$ cat config.mk
export PLATFORM = sky130hd
export DESIGN_NAME = branch_predictor
export DESIGN_NICKNAME = d
export VERILOG_FILES = /design/src/rtl/branch_predictor.sv
export SDC_FILE = /design/constraint.sdc
export NUM_CORES = 2
export LEC_CHECK = 0
export CAP_MARGIN = 25
export CORE_ASPECT_RATIO = 0.9
export CORE_MARGIN = 2
export CORE_UTILIZATION = 50
export CTS_BUF_LIST = sky130_fd_sc_hd__clkbuf_2
export CTS_CLUSTER_DIAMETER = 200
export DETAILED_ROUTE_END_ITERATION = 12
export GPL_TIMING_DRIVEN = 0
export PLACE_DENSITY = 0.67
export SLEW_MARGIN = 10
export SYNTH_ARGS = -nofsm -noshare
export SYNTH_HDL_FRONTEND = slang
export SYNTH_SLANG_ARGS = --single-unit
$ cat constraint.sdc
create_clock -name clk -period 6.4 [get_ports clk]
set_clock_uncertainty 0.05 [all_clocks]
set_input_delay 1.28 -clock clk [delete_from_list [all_inputs] [get_ports clk]]
set_output_delay 1.28 -clock clk [all_outputs]
set_load 0.005 [all_outputs]
$ cat src/rtl/branch_predictor.sv
// branch_predictor: direct-mapped BTB with 2-bit saturating counters and branch/mispredict statistics.
// Predicts direction and target for the fetch PC and is trained by resolved branches from EX.
module branch_predictor #(
  parameter int ENTRIES = 16,
  localparam int IDX_W = $clog2(ENTRIES)
) (
  input  logic        clk,
  input  logic        rst_n,
  input  logic [31:0] if_pc,
  output logic        pred_hit,
  output logic        pred_taken,
  output logic [31:0] pred_target,
  input  logic        ex_update,
  input  logic [31:0] ex_pc,
  input  logic        ex_taken,
  input  logic [31:0] ex_target,
  input  logic        ex_pred_taken,
  input  logic [31:0] ex_pred_target,
  output logic        ex_mispredict,
  input  logic        bp_flush,
  output logic [31:0] stat_branches,
  output logic [31:0] stat_mispredicts
);
  localparam int TAG_W = 30 - IDX_W;
  logic             r_valid  [ENTRIES];
  logic [TAG_W-1:0] r_tag    [ENTRIES];
  logic [1:0]       r_ctr    [ENTRIES];
  logic [31:0]      r_target [ENTRIES];
  logic [31:0]      r_stat_branches;
  logic [31:0]      r_stat_mispredicts;
  logic [IDX_W-1:0] w_if_idx;
  logic [IDX_W-1:0] w_ex_idx;
  logic [TAG_W-1:0] w_if_tag;
  logic [TAG_W-1:0] w_ex_tag;
  logic             w_ex_hit;
  logic [1:0]       w_ex_ctr;
  logic [1:0]       w_ctr_next;
  assign w_if_idx = if_pc[IDX_W+1:2];
  assign w_if_tag = if_pc[31:IDX_W+2];
  assign w_ex_idx = ex_pc[IDX_W+1:2];
  assign w_ex_tag = ex_pc[31:IDX_W+2];
  // Lookup reads the registered table only, so a same-cycle update is not bypassed.
  assign pred_hit    = r_valid[w_if_idx] && (r_tag[w_if_idx] == w_if_tag);
  assign pred_taken  = pred_hit && r_ctr[w_if_idx][1];
  assign pred_target = pred_taken ? r_target[w_if_idx] : if_pc + 32'd4;
  assign ex_mispredict = ex_update &&
    ((ex_taken != ex_pred_taken) || (ex_taken && (ex_target != ex_pred_target)));
  assign w_ex_hit = r_valid[w_ex_idx] && (r_tag[w_ex_idx] == w_ex_tag);
  assign w_ex_ctr = r_ctr[w_ex_idx];
  assign w_ctr_next = ex_taken ? ((w_ex_ctr == 2'b11) ? 2'b11 : w_ex_ctr + 2'd1)
                               : ((w_ex_ctr == 2'b00) ? 2'b00 : w_ex_ctr - 2'd1);
  assign stat_branches    = r_stat_branches;
  assign stat_mispredicts = r_stat_mispredicts;
  always_ff @(posedge clk) begin
    if (!rst_n) begin
      for (int i = 0; i < ENTRIES; i++) begin
        r_valid[i]  <= 1'b0;
        r_tag[i]    <= '0;
        r_ctr[i]    <= 2'b01;
        r_target[i] <= '0;
      end
      r_stat_branches    <= '0;
      r_stat_mispredicts <= '0;
    end else begin
      if (ex_update) r_stat_branches <= r_stat_branches + 32'd1;
      if (ex_mispredict) r_stat_mispredicts <= r_stat_mispredicts + 32'd1;
      // Flush drops only valid bits and suppresses any allocation this cycle.
      if (bp_flush) begin
        for (int i = 0; i < ENTRIES; i++) r_valid[i] <= 1'b0;
      end else if (ex_update) begin
        if (w_ex_hit) begin
          r_ctr[w_ex_idx] <= w_ctr_next;
          if (ex_taken) r_target[w_ex_idx] <= ex_target;
        end else if (ex_taken) begin
          r_valid[w_ex_idx]  <= 1'b1;
          r_tag[w_ex_idx]    <= w_ex_tag;
          r_ctr[w_ex_idx]    <= 2'b10;
          r_target[w_ex_idx] <= ex_target;
        end
      end
    end
  end
endmodule
# Word-level counts from Yosys, hierarchy flattened
# Memories as Yosys holds them, arrays and structs flattened.
# Cells that the tools add are included.
[totals]
mem_bits_rw = 976
mem_count = 4
reg_bits = 64
inputBits = 134
output_inout_bits = 99
elab_cells = 99
[mem_list]
columns = ["name", "depth", "width", "rd", "rd_ports_with_merged_regs", "write_ports", "line", "source"]
rows = [
  ["r_target", 16, 32, 1, 0, 16, "28", "logic [31:0] r_target [ENTRIES];"],
  ["r_tag", 16, 26, 2, 0, 16, "26", "logic [TAG_W-1:0] r_tag [ENTRIES];"],
  ["r_ctr", 16, 2, 2, 0, 16, "27", "logic [1:0] r_ctr [ENTRIES];"],
  ["r_valid", 16, 1, 2, 0, 16, "25", "logic r_valid [ENTRIES];"],
]
[classes]
bitwise = 18
n_eq_ne = 5
n_addsub = 5
n_reduce_logical = 11
muxes = 54
[op_table]
columns = ["cell", "count"]
rows = [
  ["$mux W32", 3],
  ["$add A32 B1 Y32 const B", 2],
  ["$eq A26 B26 Y1", 2],
  ["$mux W1", 41],
  ["$add A32 B3 Y32 const B", 1],
  ["$ne A32 B32 Y1", 1],
  ["$reduce_or A32 Y1", 1],
  ["$mux W26", 1],
  ["$reduce_or A26 Y1", 1],
  ["$or A1 B1 Y1", 18],
  ["$mux W4", 4],
  ["$mux W2", 5],
  ["$logic_and A1 B1 Y1", 5],
  ["$add A2 B1 Y2 const B", 1],
  ["$eq A2 B2 Y1 const B", 1],
  ["$logic_not A2 Y1", 1],
  ["$reduce_or A2 Y1", 1],
  ["$sub A2 B1 Y2 const B", 1],
  ["$logic_or A1 B1 Y1", 1],
  ["$ne A1 B1 Y1", 1],
  ["$reduce_or A1 Y1", 1],
]

# Logic depth before layout (Yosys ltp)
# An unclocked memory read counts as a cell.
[depth]
ltp_word = 11
depth_mapped = 13
mapped_depth_nobuf = 8

# Worst setup path before layout
# Ideal clock, no wire load.
[synth_path]
path_type = "input-to-reg"
from = "input port ex_pc[3]"
to = "memory r_tag[11][0] (netlist bit), enable pin"
setup_ps = 445
cell_stages = 12
path_buffers = 4
path_slack_ps = 585
t_arrival_ps = 5320
required_time_ps = 5905
cell_sequence = "buf_2 > buf_4 > buf_2 > mux4_2 > mux2i_1 > mux2i_1 > xor2_1 > nor2_1 > nor4b_2 > and3_1 > clkbuf_1 > o21ai_0"
[synth_lines]
columns = ["element", "line", "source"]
rows = [
  ["start: declaration", "14", "input logic [31:0] ex_pc,"],
  ["end: declaration", "26", ""],
]

# Worst setup path in the final report
[layout_path]
from = "input port if_pc[5]"
to = "output port pred_taken"
[layout_between]
elab_chain_len = 4
elab_cells_between_ends = 6
cone_classes = "eq/ne: 1; reduce/logical: 2; memory: 3"
[layout_lines]
columns = ["element", "line", "source"]
rows = [
  ["start: declaration", "9", "input logic [31:0] if_pc,"],
  ["$mem_v2 Z16 W26", "--", ""],
  ["$eq A26 B26 Y1", "43", "assign pred_hit = r_valid[w_if_idx] && (r_tag[w_if_idx] == w_if_tag);"],
  ["$logic_and A1 B1 Y1", "43", ""],
  ["$logic_and A1 B1 Y1 (*)", "44", "assign pred_taken = pred_hit && r_ctr[w_if_idx][1];"],
  ["end: declaration", "11", "output logic pred_taken,"],
]
# Mark *: on every way between the ends. The rest lies on a longest branch, timed or not.

==> out/qor.csv <==
metric,value,unit
Starting Density,0.502,
dominant combinational cell family by area after synthesis,multiplexers,
Final Non-Filler Cells,5940,
max-slew violations,0,
Yosys cell types,71,
placed cell area,0.0587,sq mm
"Hold Vio Cnt, Final",0,
layout cells sized above 1,0.251,
Min Hold Slack,0.0638,ns
Adder-Cell Fraction of Synth Area,0.000699,
Port Buffers,202,
Num CTS Buffers,287,
Pwr per Cell Area,240,mW/mm^2
post-synth top area share,0.537,
Post-Synthesis Cells,3793,
Min-Delay Path Class,primary input to flip-flop,
H-tree Lvls,5,
relative slew slack,0.166,
# nets final,4484,
hold depth,2,
CP max-delay cell,a2111oi_0,
"FFs w/ async S/R, synth",0,
initial antenna violation count,25,
"EDFF count, synth",960,
RePlAce Congestion,1.02,
final setup fails,13,
Pleak,25.0,nW
final WL,221,mm
Area contributors post-synth,"edfxtp_1 (54%), mux4_2 (16%), and3_1 (11%)",
Max clock buf depth,4,
post-route cell area,0.0619,sq mm
IO Pins,233,
pin slew with the least headroom to its limit,1.25,ns
Yosys Warn Count,0,
Achievable Freq,153,MHz
pre-CTS setup slack,-2.24,ns
site row count,114,
1st-pass router iterations,9,
register area share after synthesis,0.567,
Avg Synthesized Cell Area,14.2,sq um
Total Routing Usage GR,0.398,
Routed Antenna Nets,0,
die area,0.110,sq mm
Core Region,0.107,sq mm
Root Driver,clkbuf_2,
number of global-route vias before repair,40455,
initial drt markers,7792,
crit path DAT,5.21,ns
die width,349,microns
Hold Crit Start,ex_pc[8],
Area growth syn-to-layout,15.3,%
total number of vias,42140,
CP Launch Type,primary input,
xor and xnor area share after synthesis,0.0312,
CTS tree,built,
Power Total,14.9,mW
largest net degree at the start of global routing,28,
Post-Syn Nets,3930,
hold worst-path end,r_tag[4][2],
first-pass GRT wire length,301,mm
Post-synth top flop,edfxtp_1,
Synth Area in Simple Gates,0.152,
Detail Placement HPWL,154,mm
final setup margin,-0.136,ns
DR DRC count,0,
FF-to-FF path depth,10,
Syn Std Cell Area,0.0537,sq mm
Max Cap Violations,0,
Worst IR Drop VDD,0.206,mV
Die Span Y,315,microns
Yosys reg bits,1040,
wire per inst,37.2,microns
critical-path cell list,"clkbuf_2, clkbuf_4, clkbuf_2, clkbuf_2, buf_2, o21ai_0, a2111oi_0, and4_1, clkdlybuf4s50_1",
RR Startpoint,r_tag[2][5],
vias per cell,7.09,
Final min period,6.54,ns
mux cell area share after synthesis,0.189,
Top delay family on crit path,buffers and inverters,
reg-to-reg setup timing slack,1.07,ns
# placed instances,5434,
"Buf+Inv Stages, Crit Path",6,
Setup CP Type,primary input to output port,
CP max stage delay,0.56,ns
failing checks,negative setup slack,
RR Endpoint,r_tag[5][19],
CP Capture Type,output port,
GRT overflow,0,
latest clock arrival within the worst-skew pair,1.75,ns
CP required,5.07,ns
Clock Pin Slew Worst Setup and Hold Paths,0.12,ns
"Max FO, Critical Path",10,
biggest area consumer among synthesized cells,edfxtp_1,
Tcrit/Tclk final,1.02,
CTS Sinks,1040,
Crit path top cell by count,clkbuf_2,
status,finished with violations,
Synth Area in Compound Gates,0.0247,
cell usage after synthesis, drive strengths merged, types with 6 or more instances:
master / n
nor3: 19
clkbuf: 295
nor2b: 13
mux4: 370
and4: 10
nand2: 139
nor4: 19
and2: 48
a22oi: 32
nor2: 52
a21boi: 11
a211oi: 6
or3: 15
a21oi: 32
dfxtp: 80
o21bai: 16
inv: 10
and3: 950
buf: 138
o22ai: 10
edfxtp: 960
nand3: 52
xnor2: 120
mux2: 45
mux2i: 122
nand4: 26
o21ai: 55
nand2b: 18
xor2: 71
placed cells by master, fill, tap and decap left out, types with 31 or more instances in the layout:
cell               n
mux2i_1          107
nor2_1            48
buf_12            31
a22oi_1           32
dfxtp_1           80
and2_1            48
nand3_1           51
clkdlybuf4s50_1  167
mux4_2           370
edfxtp_1         960
xor2_1            70
clkinv_1          59
xnor2_1          114
clkbuf_2         409
o21ai_0           38
nand2_1          122
clkbuf_1         275
buf_6             35
buf_2             79
and3_1           950
cells by family after synthesis:
kind of cell,count (synthesis)
multiplexers,537
AO/OA/AOI/OAI,202
buffers and inverters,445
AND/OR/NAND/NOR,1375
XOR/XNOR,191
adder cells (fa/ha/maj),3
flip-flops,1040
where the power goes:
group / total, mW / leakage (nW) / switching, mW / internal [mW]
clock: 4.86 / 1.85 / 2.98 / 1.88
combinational: 2.14 / 13.5 / 1.32 / 0.822
sequential: 7.87 / 9.73 / 0.148 / 7.72
layer usage:
layer	up-vias	GRT usage	part of all wire
met4	12	0.208	0.059
met5	-	0	0.00071
met1	20811	0.533	0.35
li1	16138	-	-
met3	823	0.197	0.19
met2	4356	0.529	0.40
worst max-delay path by stage:
stage             startpoint               to  depth (start not counted)
2_1_floorplan       ex_pc[3]     r_tag[11][0]                         12
3_3_place_gp           rst_n     r_tag[8][24]                          8
3_5_place_dp        if_pc[3]   pred_target[5]                         12
4_1_cts        r_tag[15][24]  pred_target[12]                         12
5_1_grt        r_tag[13][12]   pred_target[4]                         10
6_report            if_pc[5]       pred_taken                          9
final cells by class:
class / count / area (sq um)
antenna: 24 / 60.1
buffer: 432 / 2210
clock buffer: 393 / 1970
clock inverter: 73 / 440
fill: 8589 / 45000
inverter: 12 / 45.0
multi-input combinational: 2308 / 21900
sequential: 1040 / 30400
tap: 1392 / 1740
timing repair buffer: 266 / 3150
registers in the layout, summed over array words and instances (netlist names):
name and flops:
stat_mispredicts 32, r_ctr 32, r_tag 416, r_target 512, stat_branches 32, r_valid 16
per-stage QoR:
step | TNS, ns | util
2_1_floorplan | 0 | -
3_3_place_gp | -1813.47 | 0.537
3_5_place_dp | -198.35 | 0.548
4_1_cts | -1.97 | 0.577
5_1_grt | -0.170 | 0.579
6_report | -0.379 | 0.579
timing repair:
action	4_1_cts	5_1_grt
hold endpoints to repair	6	0
setup buffers	11	1
endpoints found under the setup margin	34	34
pin swaps	6	9
gates resized for setup	236	43
cloned	0	1
hold buffers	3	0
Note: power is estimated with default switching activity, not from simulation.
